`src/rtl/acq_address_generator.sv`:
```
// Free-running BRAM address sweep with a wrap-aligned, software-armed single-frame capture.
// Optional macro EXT_TRIGGER_EN adds ext_trig gating of the ARMED -> CAPTURE transition.
module acq_address_generator #(
    parameter int unsigned ADDR_WIDTH = 13,
    parameter int unsigned ADDR_DELAY = 1
) (
    input  logic                  clk,
    input  logic                  resetn,
    input  logic                  start,
`ifdef EXT_TRIGGER_EN
    input  logic                  ext_trig,
`endif
    output logic [ADDR_WIDTH-1:0] address,
    output logic                  start_acq,
    output logic                  busy,
    output logic                  done,
    output logic [31:0]           frame_count
);

    typedef enum logic [1:0] {IDLE, ARMED, CAPTURE, DONE} state_t;

    state_t                state;
    state_t                next_state;
    logic [ADDR_WIDTH-1:0] counter;
    logic [ADDR_WIDTH-1:0] cnt;
    logic                  start_prev;
    logic                  start_req;
    logic                  wrap;
    logic                  cnt_last;
    logic                  trig_ok;
    logic                  sop;
    logic                  sop_r;
    logic [ADDR_WIDTH-1:0] addr_pipe [ADDR_DELAY];
    logic [ADDR_DELAY-1:0] sop_pipe;

    assign start_req = start & ~start_prev;
    assign wrap      = (counter == '1);
    assign cnt_last  = (cnt == '1);

`ifdef EXT_TRIGGER_EN
    logic trig_prev;
    logic trig_seen;

    // Only an edge seen while already ARMED counts; the wrap test uses the registered flag,
    // so an edge coinciding with the wrap defers capture to the next wrap.
    always_ff @(posedge clk) begin
        if (!resetn) begin
            trig_prev <= 1'b0;
            trig_seen <= 1'b0;
        end else begin
            trig_prev <= ext_trig;
            if (state == ARMED && next_state != CAPTURE)
                trig_seen <= trig_seen | (ext_trig & ~trig_prev);
            else
                trig_seen <= 1'b0;
        end
    end

    assign trig_ok = trig_seen;
`else
    assign trig_ok = 1'b1;
`endif

    // State register and datapath registers
    always_ff @(posedge clk) begin
        if (!resetn) begin
            state       <= IDLE;
            counter     <= '0;
            cnt         <= '0;
            start_prev  <= 1'b0;
            sop_r       <= 1'b0;
            frame_count <= '0;
        end else begin
            state      <= next_state;
            counter    <= counter + 1'b1;
            start_prev <= start;
            sop_r      <= sop;
            if (state == CAPTURE)
                cnt <= cnt + 1'b1;
            else
                cnt <= '0;
            if (state == CAPTURE && cnt_last)
                frame_count <= frame_count + 32'd1;
        end
    end

    // Next-state logic
    always_comb begin
        next_state = state;
        case (state)
            IDLE:    if (start_req)       next_state = ARMED;
            ARMED:   if (wrap && trig_ok) next_state = CAPTURE;
            CAPTURE: if (cnt_last)        next_state = DONE;
            DONE:    if (start_req)       next_state = ARMED;
            default:                      next_state = IDLE;
        endcase
    end

    // Output decode; busy/done come straight from the state register
    always_comb begin
        busy = (state == ARMED) || (state == CAPTURE);
        done = (state == DONE);
        sop  = (state == ARMED) && (next_state == CAPTURE);
    end

    // sop_r lines up with counter==0; delaying both by ADDR_DELAY keeps start_acq on address==0
    always_ff @(posedge clk) begin
        if (!resetn) begin
            for (int unsigned i = 0; i < ADDR_DELAY; i++)
                addr_pipe[i] <= '0;
            sop_pipe <= '0;
        end else begin
            addr_pipe[0] <= counter;
            sop_pipe[0]  <= sop_r;
            for (int unsigned i = 1; i < ADDR_DELAY; i++) begin
                addr_pipe[i] <= addr_pipe[i-1];
                sop_pipe[i]  <= sop_pipe[i-1];
            end
        end
    end

    assign address   = addr_pipe[ADDR_DELAY-1];
    assign start_acq = sop_pipe[ADDR_DELAY-1];

endmodule

```
`config.mk`:
```
export PLATFORM = sky130hd
export DESIGN_NAME = acq_address_generator
export DESIGN_NICKNAME = d
export VERILOG_FILES = /design/src/rtl/acq_address_generator.sv
export SDC_FILE = /design/constraint.sdc
export NUM_CORES = 1
export LEC_CHECK = 0
export BUFFER_PORTS_ARGS = -buffer_cell sky130_fd_sc_hd__buf_4
export CORE_MARGIN = 2
export CORE_UTILIZATION = 60
export DETAILED_ROUTE_END_ITERATION = 6
export GPL_TIMING_DRIVEN = 0
export PLACE_DENSITY_LB_ADDON = 0.25
export SETUP_SLACK_MARGIN = 0.1
export SLEW_MARGIN = 15
export SYNTH_ARGS = -nofsm -noshare
export SYNTH_HDL_FRONTEND = slang
export SYNTH_SLANG_ARGS = --single-unit
```
`constraint.sdc`:
```
create_clock -name clk -period 3.2 [get_ports clk]
set_clock_uncertainty 0.05 [all_clocks]
set_input_delay 0.16 -clock clk [delete_from_list [all_inputs] [get_ports clk]]
set_output_delay 0.16 -clock clk [all_outputs]
set_load 0.02 [all_outputs]
```
# Word-level counts from Yosys, hierarchy flattened
# Memory sizes are Yosys's and may differ from the RTL's.
# Cells that the tools add are included.
# op_classes
n_addsub	3
eq_ne	6
mux	8
bitwise	2
reduce_logical	7
# op_table
operator	n
32-bit by 1-bit adder with 32-bit output (second input constant)	1
13-bit by 1-bit adder with 13-bit output (second input constant)	2
13-bit == test (second input constant)	2
13-bit 2-to-1 mux	1
13-bit OR reduction	1
2-bit == test (second input constant)	3
2-bit 2-to-1 mux	3
2-bit one-hot mux with 3 select lines	1
1-bit 2-to-1 mux	3
2-bit by 1-bit == test with 1-bit output (second input constant)	1
1-bit logical AND	2
2-bit logical NOT	1
2-bit AND reduction	1
2-bit OR reduction	1
1-bit bitwise AND	1
1-bit logical OR	1
1-bit NOT	1
# word_totals
reg_bits	63
mem_bits_rw	13
input_bits	3
out_inout_bits	48
wordCells	34
memories	1
# mem_list
memory	words	width	read_ports	rd_clocked_by_memory_dff	write_ports	line	rtl
addr_pipe	1	13	1	0	1	33	logic [ADDR_WIDTH-1:0] addr_pipe [ADDR_DELAY];

# Longest topological paths before layout
# Gate-level depths: netlist of run 1.
# logic_depth
word_depth	6
mapped_depth	8
depth_no_buf	6

# Worst setup path after synthesis of run 1
# OpenSTA, ideal clock, no wires.
# synth_path
path_kind	flip-flop to flip-flop
from	register cnt[0]
to	register frame_count[29]
setup_time_ps	72
arrival_time_ps	2033
required_time_ps	3078
slack_ps	1045
stages_incl_launch_ff	8
n_path_buf	2
period_less_slack_ps	2155
path_cell_list	dfxtp_1 > ha_1 > nand4_2 > or4_4 > buf_6 > buf_6 > nor4_1 > mux2i_1
# synth_between
elab_chain_len	2
# synth_lines
element	line	rtl
start: declaration	25	logic [ADDR_WIDTH-1:0] cnt;
start signal: assignment	79	cnt <= cnt + 1'b1;
13-bit == test	38	assign cnt_last = (cnt == '1);
1-bit logical AND	82	if (state == CAPTURE && cnt_last)
end signal: assignment	83	frame_count <= frame_count + 32'd1;
end: declaration	17	output logic [31:0] frame_count
# No other way between the ends.
# A chain may end at the register's enable or synchronous reset.

# Worst setup path after layout of run 1
# layout_path
from	register cnt[0]
to	register frame_count[14]
# The elaborated chain is that of the path after synthesis.

==> summary.txt, run 1 <==
Run status
  – Status: complete, no violations

CTS
  – CTS sink count: 76
  – # Post-CTS Setup Buffers: 0
  – Clk Latency, worst-skew pair: 0.35 ns
  – Post-cts repair resize count: 0
  – CTS buffer count: 9
  – TritonCTS clock tree: built
  – Clk pin slew, worst setup/hold paths: 0.08 ns
  – H-tree Lvls: 3
  – Clock Tree Root: clkbuf_8
  – Clk buf depth: 2

Yosys
  – Post-Synthesis Cells: 376
  – Sequential share of the synthesized area: 46.03%
  – #FFs+latches synth: 76
  – Library cells used by synthesis: 31
  – Mapped cell area: 3306 um2
  – Count of yosys warnings during synthesis: 0
  – Post-Syn Nets: 385
  – Post-synth EDFFs: 0
  – Synth Flop Type: dfxtp_1
  – Avg Inst Size Synth: 8.792 um2
  – Post-synthesis async set-or-reset flop share: 0%

Worst setup path
  – Crit path DAT: 2.65 ns
  – Crit path max fanout: 10
  – Slowest-stage cell, CP: or3_1
  – Critical path's largest stage delay: 0.40 ns
  – Crit-path cells: ha_1, nand4_2, or3_1, clkbuf_1, buf_2, buf_1, o31ai_1, a21oi_1
  – Crit path kind: register to register
  – Startpoint class of the critical path: register
  – R2R cell count: 8
  – Worst Setup End Kind: register
  – WP data required: 3.37 ns

Timing
  – Max Slew Vio Count: 0
  – RSZ-0062 raised after global routing: false
  – Final period utilization: 77.50%
  – Post-route minimum period: 2.480 ns
  – Worst slew margin: 55.77%
  – Slew @ Worst Pin: 0.6573 ns
  – Hold WS: 0.2037 ns
  – Setup tns final: 0 ns
  – Finish-stage setup viols: 0
  – Final Hold Viols: 0
  – Fmax: 403.2 MHz

Place
  – Cell Area, Placed: 3764 um2
  – Post-DP HPWL: 5.171 mm
  – Routability cong.: 0.8870
  – Placed cells: 497
  – Port buffer count: 49

Floorplanning
  – Core Area: 5405 um2
  – Die height: 78.23 um
  – I/O pin cnt: 51
  – Die Span X: 78.23 um
  – Initial Util: 61.16%
  – Total die area: 6119 um2
  – Core Rows: 27

Finish
  – ANT cells: 0
  – Fraction of layout cells with a size suffix above 1: 15.38%
  – Non-Filler Instances: 514
  – NumNets Final: 446
  – Area growth syn-to-layout: 19.08%
  – Area of the multi-input gates: 1644 um2
  – Final Instance Area: 3936 um2
  – FF+latch area: 1521 um2
  – Util after Layout: 72.82%
  – Most frequent cells in the layout: dfxtp_1, buf_4, nand2_1
  – Filler cell count in the final layout: 431
  – Most common cell after layout, fill and taps aside: dfxtp_1

Hold path
  – HP Class: input port to register
  – Hold path cells: 3

Power
  – PwrDens: 462.0 nW/um2
  – Worst vdd ir: 0.3772 mV
  – Leakage power: 1.411 nW

Drt
  – Drt pass-1 iters: 5
  – Detailed-route DRC error count: 0
  – Starting DRT DRC Count: 191
  – DRT antenna net count: 0
  – Via Count: 3023
  – Routed wire length: 7.533 mm
  – Vias per cell: 5.881
  – Avg WL per Cell: 14.66 um

Global route
  – Total track usage: 25.53%
  – First-pass GRT wire length: 12.46 mm
  – Largest net degree at the start of global routing: 12
  – Antenna violations before repair: 0
  – Via count of the first global-routing pass: 2734
  – Gr ovfl total: 0

Flow run
  – Max_cap viols: 0
## report_power, final
group	internal, W	total, W	switching (W)
combinational	0.0000736	0.000194	0.000120
clock	0.000302	0.000633	0.000331
sequential	0.000968	0.000992	0.0000235
## path summary, 6_finish.rpt
kind	startpoint	end	slack, ns
max	cnt[0]$_SDFF_PN0_	frame_count[14]$_SDFFE_PN0P_	0.72
min	resetn	frame_count[24]$_SDFFE_PN0P_	0.20
max reg2reg	cnt[0]$_SDFF_PN0_	frame_count[14]$_SDFFE_PN0P_	0.72
min reg2reg	cnt[0]$_SDFF_PN0_	cnt[0]$_SDFF_PN0_	0.41
## logic make-up (layout without fill, tap and decap cells)
kind of cell,after synthesis,in the layout,share of synthesized area [%]
AOI/OAI and AO/OA,60,60,10.45
xor gates and xnor gates,18,18,4.769
adders and majority gates,6,6,2.271
buffers and inverters,33,99,4.239
DFF,76,76,46.03
muxes,9,9,2.725
and+or+nand+nor,174,174,29.52
## flip-flops by register name, indices dropped and copies added, names as in the netlist
register	cells
frame_count	32
addr_pipe	13
cnt	13
counter	13
state	2
sop_r	1
start_acq	1
start_prev	1
## Yosys cell counts (13+ instances only)
master	n	area share, %
nand2_1	32	3.6
nor2_1	23	2.6
nand4_1	13	2.5
o21ai_0	13	2.0
and2_1	15	2.8
o31ai_1	15	3.4
or4_1	15	3.4
or3_1	13	2.5
a21oi_1	30	4.5
clkbuf_1	17	1.9
nand3_1	16	2.4
dfxtp_1	76	46
## per-stage QoR
step	setup slack, ns	power (W)
3_3_place_gp	0.7916	0.001193
3_5_place_dp	0.7443	0.001204
2_1_floorplan	1.045	0.001141
5_1_grt	0.5426	0.001880
4_1_cts	0.7341	0.001818
6_report	0.7201	0.001818
## critical path: cells and delay by family (launching register included)
kind | cells | cell delay, ns
buffers and inverters | 3 | 0.69
AND/OR/NAND/NOR | 2 | 0.61
AO/OA/AOI/OAI | 2 | 0.39
flip-flops | 1 | 0.37
adder cells (fa/ha/maj) | 1 | 0.23
## timing repair
action                     4_1_cts  5_1_grt
setup endpoints to repair        0        0
hold buffers                     1        0
hold endpoints to repair         1        0
## area by class of cell
type,instances,area share (%)
timing repair buffer,50,9.599
inverter,10,0.9536
clock inverter,2,0.2543
clock buffer,14,3.878
multi-input combinational,267,41.77
buffer,23,2.606
sequential,76,38.65
tap,72,2.289
## metal layers
layer	up-vias	share of wire [%]	track usage, %
li1	1470	-	-
met1	1423	44	32.58
met2	109	48	42.59
met3	21	5.2	3.448
met4	0	2.2	12.63
met5	-	0	0
No activity file was read; power rests on OpenSTA's default activity.
==> run 2: changes to the inputs <==
--- a/config.mk
+++ b/config.mk
@@ -5,9 +5,10 @@
 export SDC_FILE = /design/constraint.sdc
 export NUM_CORES = 1
 export LEC_CHECK = 0
+export ABC_AREA = 1
 export BUFFER_PORTS_ARGS = -buffer_cell sky130_fd_sc_hd__buf_4
 export CORE_MARGIN = 2
-export CORE_UTILIZATION = 60
+export CORE_UTILIZATION = 57
 export DETAILED_ROUTE_END_ITERATION = 6
 export GPL_TIMING_DRIVEN = 0
 export PLACE_DENSITY_LB_ADDON = 0.25
==> constraint.sdc (replaced) <==
create_clock -name clk -period 2.3 [get_ports clk]
set_clock_uncertainty 0.05 [all_clocks]
set_input_delay 0.115 -clock clk [delete_from_list [all_inputs] [get_ports clk]]
set_output_delay 0.115 -clock clk [all_outputs]
set_load 0.02 [all_outputs]
==> summary.txt, run 2 <==
Run status
  – Status: complete, no violations

Place
  – Post-DP HPWL: 5.718 mm
  – Dpl ws: 0.4905 ns
  – Port buffer count: 50
  – Cell Area, Placed: 4006 um2
  – Routability cong.: 0.8754

Global route
  – GR peak layer: met2
  – Grt met3 use: 4.654%
  – Largest net degree at the start of global routing: 14
  – Antenna violations before repair: 0
  – Met2 Usage GRT: 45.89%
  – First-pass GRT wire length: 13.04 mm
  – Gr ovfl total: 0
  – Total track usage: 24.79%
  – Via count of the first global-routing pass: 3062
  – Met1 GRT Util: 28.13%

Finish
  – Biggest register: frame_count
  – Most frequent cells in the layout: nand2_1, nor2_1, inv_1
  – Filler cell count in the final layout: 518
  – Max FFs per register: 32
  – Fraction of layout cells with a size suffix above 1: 15.66%
  – NumNets Final: 585
  – Final Instance Area: 4243 um2
  – Area growth syn-to-layout: 19.95%
  – ANT cells: 0
  – Most common cell after layout, fill and taps aside: nand2_1

Yosys
  – Commonest cells post-synth: nand2_1, nor2_1, inv_1
  – Post-Synth Adder-Cell Area: 2.122%
  – Post-synthesis mux area share: 0%
  – Most numerous cell in the Yosys netlist: nand2_1
  – #FFs+latches synth: 76
  – Avg Inst Size Synth: 6.895 um2
  – Post-synthesis xor/xnor area fraction: 0.9904%
  – Post-synthesis async set-or-reset flop share: 0%
  – Top post-synthesis cells by area: dfxtp_1, nand2_1, nor2_1, inv_1, nand4_1
  – Main combinational cell family by area after synthesis: simple AND/OR/NAND/NOR gates
  – Post-synth EDFFs: 0
  – Post-Synthesis Cells: 513
  – Yosys top cell area share: 43.01%
  – Post-synthesis simple-gate area fraction: 36.08%
  – Complex-gate fraction of the synthesized area: 7.322%
  – Area leader, netlist: dfxtp_1
  – Count of yosys warnings during synthesis: 0
  – Mapped cell area: 3537 um2
  – Post-Syn Nets: 522
  – Synth Flop Type: dfxtp_1
  – Library cells used by synthesis: 29
  – Sequential share of the synthesized area: 43.01%

Timing
  – Hold WS: 0.3667 ns
  – Final period utilization: 79.71%
  – Setup tns final: 0 ns
  – Fmax: 545.4 MHz
  – Finish-stage setup viols: 0
  – Final Hold Viols: 0
  – Max Slew Vio Count: 0
  – Worst setup margin: 0.4666 ns
  – RSZ-0062 raised after global routing: false
  – Post-route minimum period: 1.833 ns
  – Worst slew margin: 62.86%
  – Slew @ Worst Pin: 0.5571 ns

Power
  – Sw power: 0.0005730 W
  – Sequential Power Share: 52.5%
  – Comb pwr share: 3.3%
  – Worst vdd ir: 0.4526 mV
  – Sw frac: 22.56%
  – Int Pwr: 0.001967 W
  – Leakage power: 1.931 nW
  – Clock group share of total power: 44.2%
  – PwrDens: 598.6 nW/um2

CTS
  – # Post-CTS Setup Buffers: 0
  – Clock Tree Root: clkbuf_8
  – Post-cts repair resize count: 0
  – CTS buffer count: 9
  – TritonCTS clock tree: built
  – Clk Latency, worst-skew pair: 0.34 ns
  – Clk pin slew, worst setup/hold paths: 0.08 ns
  – # hold bufs at CTS: 2
  – CTS sink count: 76
  – Clk buf depth: 2
  – H-tree Lvls: 3

Floorplanning
  – Die Span X: 82.78 um
  – Core Rows: 28
  – I/O pin cnt: 51
  – Initial Util: 59.39%
  – Die height: 82.78 um
  – Core Area: 5956 um2
  – Total die area: 6852 um2

Worst setup path
  – Worst Setup End Kind: register
  – R2R setup slack: 0.47 ns
  – Reg2reg end: frame_count[18]$_SDFFE_PN0P_
  – Crit path max fanout: 10
  – R2R cell count: 11
  – Kind of cell adding the most delay to the critical path: simple AND/OR/NAND/NOR gates
  – Slowest-stage cell, CP: dfxtp_1
  – Crit-path cells: ha_1, nand2_1, nor2_4, nand3_2, nor2_2, buf_6, nand2_2, nor2_1, nand2_1, nand2_1, nor2_1
  – Crit path DAT: 1.99 ns
  – Worst r2r src: cnt[0]$_SDFF_PN0_
  – Crit path kind: register to register
  – Crit-path most repeated cell: nand2_1
  – WP data required: 2.46 ns
  – Critical path's largest stage delay: 0.36 ns
  – WP buf/inv: 1
  – Startpoint class of the critical path: register

Drt
  – Detailed-route DRC error count: 0
  – Via Count: 3392
  – DRT antenna net count: 0
  – Routed wire length: 8.022 mm
  – Avg WL per Cell: 12.23 um
  – Drt pass-1 iters: 5
  – Vias per cell: 5.171
  – Starting DRT DRC Count: 139

Hold path
  – HP Class: register to register
  – Hold path cells: 2
  – Hold path startpoint: sop_r$_SDFF_PN0_
  – WHS Endpoint: start_acq$_SDFF_PN0_

Flow run
  – Max_cap viols: 0
[run 2: final cells by class]
type                       count  area (um2)  area share [%]
clock buffer                  10       127.6           3.008
sequential                    76        1521           35.86
multi-input combinational    344        1645           38.78
clock inverter                 6       88.84           2.094
buffer                         9       55.05           1.298
tap                           75       93.84           2.212
timing repair buffer          52       395.4           9.319
inverter                      84       315.3           7.431
[run 2: cell families after synthesis]
family                     after synthesis
and+or+nand+nor                        286
AOI/OAI and AO/OA                       48
DFF                                     76
buffers and inverters                   93
xor gates and xnor gates                 4
adders and majority gates                6
[run 2: worst max-delay path by stage]
stage	startpoint	end	slack, ns	depth (start not counted)
finish	cnt[0]$_SDFF_PN0_	frame_count[18]$_SDFFE_PN0P_	0.47	11
floorplan	frame_count[1]$_SDFFE_PN0P_	frame_count[14]$_SDFFE_PN0P_	0.61	9
global placement	cnt[0]$_SDFF_PN0_	frame_count[14]$_SDFFE_PN0P_	0.55	9
CTS	cnt[0]$_SDFF_PN0_	frame_count[5]$_SDFFE_PN0P_	0.48	9
detailed placement	cnt[0]$_SDFF_PN0_	frame_count[5]$_SDFFE_PN0P_	0.49	9
global route	frame_count[1]$_SDFFE_PN0P_	frame_count[18]$_SDFFE_PN0P_	0.32	10
[run 2: through the flow]
| step | cells | total power (W) | utilization [%] |
|---|---|---|---|
| finish | 656 | 0.002540 | 71.24 |
| global route | 656 | 0.002610 | 71.24 |
| CTS | 656 | 0.002549 | 71.24 |
| detailed placement | 638 | 0.001445 | 67.27 |
| global placement | 638 | 0.001440 | 67.27 |
| floorplan | 513 | 0.001415 | - |
[run 2: worst min-delay path, delay by kind of cell (launching register included)]
| kind | cells | cell delay (ns) |
|---|---|---|
| DFF | 1 | 0.31 |
| and+or+nand+nor | 1 | 0.05 |
| buffers and inverters | 1 | 0.04 |
[run 2: power groups by stage]
stage	Sequential (W)	Combinational (W)	Clock [W]
finish	0.00133	0.0000851	0.00112
global route	0.00133	0.0000941	0.00118
CTS	0.00133	0.0000847	0.00113
detailed placement	0.00136	0.0000810	0
global placement	0.00136	0.0000773	0
floorplan	0.00137	0.0000492	0
[run 2: layer usage]
metal  up-vias  part of all wire [%]
met2       116                    52
met1      1533                    41
li1       1729                     -
met4         0                   1.2
met5         -                     0
met3        14                   5.1
==> run 3: changes to the inputs <==
==> constraint.sdc (replaced) <==
create_clock -name clk -period 1.85 [get_ports clk]
set_clock_uncertainty 0.05 [all_clocks]
set_input_delay 0.0925 -clock clk [delete_from_list [all_inputs] [get_ports clk]]
set_output_delay 0.0925 -clock clk [all_outputs]
set_load 0.02 [all_outputs]
==> summary.txt, run 3 (synthesis results as in run 2) <==
Drt
  – Routed wire length: 8.977 mm
  – Vias per cell: 5.255
  – Drt pass-1 iters: 5
  – Avg WL per Cell: 13.38 um
  – Detailed-route DRC error count: 0
  – Met1 wire length: 3.588 mm
  – Met3 routed wirelength: 563 um
  – Metal2 WL: 4.676 mm
  – Starting DRT DRC Count: 182
  – Top sig layer: met4
  – DRT antenna net count: 0
  – Via Count: 3526

Timing
  – Worst slew margin: 61.47%
  – RSZ-0062 raised after global routing: true
  – Post-route minimum period: 1.712 ns
  – Setup tns final: 0 ns
  – Slew @ Worst Pin: 0.5779 ns
  – Final Hold Viols: 0
  – Max Slew Vio Count: 0
  – Fmax: 584.2 MHz
  – Final period utilization: 92.53%
  – Finish-stage setup viols: 0

Place
  – Post-DP HPWL: 5.718 mm
  – Routability cong.: 0.8754
  – Placed cells: 638
  – Port buffer count: 50

Global route
  – First-pass GRT wire length: 13.52 mm
  – Antenna violations before repair: 0
  – Total track usage: 25.70%
  – Gr ovfl total: 0
  – Largest net degree at the start of global routing: 14
  – Via count of the first global-routing pass: 3135

Floorplanning
  – Core Rows: 28
  – I/O pin cnt: 51
  – Die Span X: 82.78 um
  – Die height: 82.78 um
  – Initial Util: 59.39%
  – Total die area: 6852 um2
  – Core Area: 5956 um2

Finish
  – Area growth syn-to-layout: 26.64%
  – Area of the multi-input gates: 1740 um2
  – ANT cells: 0
  – FF+latch area: 1536 um2
  – Most common cell after layout, fill and taps aside: nand2_1
  – Fraction of layout cells with a size suffix above 1: 21.98%
  – NumNets Final: 600
  – Filler cell count in the final layout: 481
  – Most frequent cells in the layout: nand2_1, nor2_1, inv_1
  – Max FFs per register: 32
  – Non-Filler Instances: 671
  – Biggest register: frame_count

Worst setup path
  – Kind of cell adding the most delay to the critical path: simple AND/OR/NAND/NOR gates
  – Crit path max fanout: 5
  – R2R cell count: 9
  – Crit path kind: register to register
  – Cell depth of the worst setup path: 9
  – Crit path DAT: 1.90 ns
  – Critical path's largest stage delay: 0.36 ns
  – Worst Setup End Kind: register
  – WP data required: 2.04 ns
  – Crit-path most repeated cell: nor2_4
  – WP buf/inv: 1
  – Startpoint class of the critical path: register
  – Crit-path cells: ha_4, nand2_2, nor2_4, nand4_4, nor2_4, buf_8, nand2_4, o21ai_1, nor2_1
  – Slowest-stage cell, CP: dfxtp_2

CTS
  – Clk Latency, worst-skew pair: 0.34 ns
  – H-tree Lvls: 3
  – TritonCTS clock tree: built
  – Clk buf depth: 2
  – CTS sink count: 76
  – Clock Tree Root: clkbuf_8
  – Clk pin slew, worst setup/hold paths: 0.08 ns
  – CTS buffer count: 9

Flow run
  – Max_cap viols: 0

Run status
  – Status: complete, no violations

Power
  – Leakage power: 2.025 nW
  – Worst vdd ir: 0.5838 mV
  – PwrDens: 710.0 nW/um2

Hold path
  – HP Class: register to register
  – Hold path cells: 2
[run 3: cell types whose count changed in the layout (fill, tap and decap cells not counted), moves of 3 or more]
cell,change
dfxtp_2,+9
nor2_4,+3
nand2_1,-3
nor2_2,+3
dfxtp_1,-10
nor2_1,-5
buf_4,+13
ha_1,-3
[run 3: area by class of cell]
type                    count  area share, %
repair buffers             66          11.56
multi-input cells         345          38.85
plain buffers               9          1.313
clock inverters             6          1.983
inverters                  84          7.039
clock buffers              10          2.849
flip-flops and latches     76          34.30
well taps                  75          2.095
[run 3: per-stage QoR]
stage	setup slack [ns]	util (%)	instance area, um2	hold WS (ns)	power, W
floorplan	0.1638	-	3537	0.1360	0.001759
global placement	0.09586	67.27	4006	0.2401	0.001791
detailed placement	0.04045	67.27	4006	0.2499	0.001796
CTS	0.08657	72.16	4298	0.3688	0.003169
global route	0.03227	75.21	4479	0.4073	0.003262
finish	0.1382	75.21	4479	0.3791	0.003180
[run 3: power breakdown]
part | internal [W] | leakage [nW] | switching [W]
clock network | 0.000760 | 0.102 | 0.000642
registers | 0.00165 | 0.618 | 0.00000957
logic | 0.0000431 | 1.30 | 0.0000770
[run 3: per-layer routing]
metal	GRT usage, %	vias up
met5	0	-
met4	10.00	0
met3	4.762	17
met2	47.82	121
met1	28.80	1634
li1	-	1754
[run 3: what timing repair did]
item,CTS,global route
hold buffers,2,0
endpoints found under the setup margin,18,33
setup buffers,5,7
gates resized for setup,3,33
gates cloned,1,2
pin swaps,2,15
hold endpoints to repair,3,0
[run 3: tightest hold or removal path, cell delays in order, from the launching register on]
cell	delay, ns
dfxtp_1	0.31
nand2_1	0.05
inv_1	0.03
[run 3: worst paths after layout]
check                              start  slack [ns]                      endpoint
setup / recovery       cnt[0]$_SDFF_PN0_        0.14  frame_count[16]$_SDFFE_PN0P_
hold / removal    counter[11]$_SDFF_PN0_        0.38   addr_pipe[0][11]$_SDFF_PN0_
setup reg to reg       cnt[0]$_SDFF_PN0_        0.14  frame_count[16]$_SDFFE_PN0P_
hold reg to reg   counter[11]$_SDFF_PN0_        0.38   addr_pipe[0][11]$_SDFF_PN0_
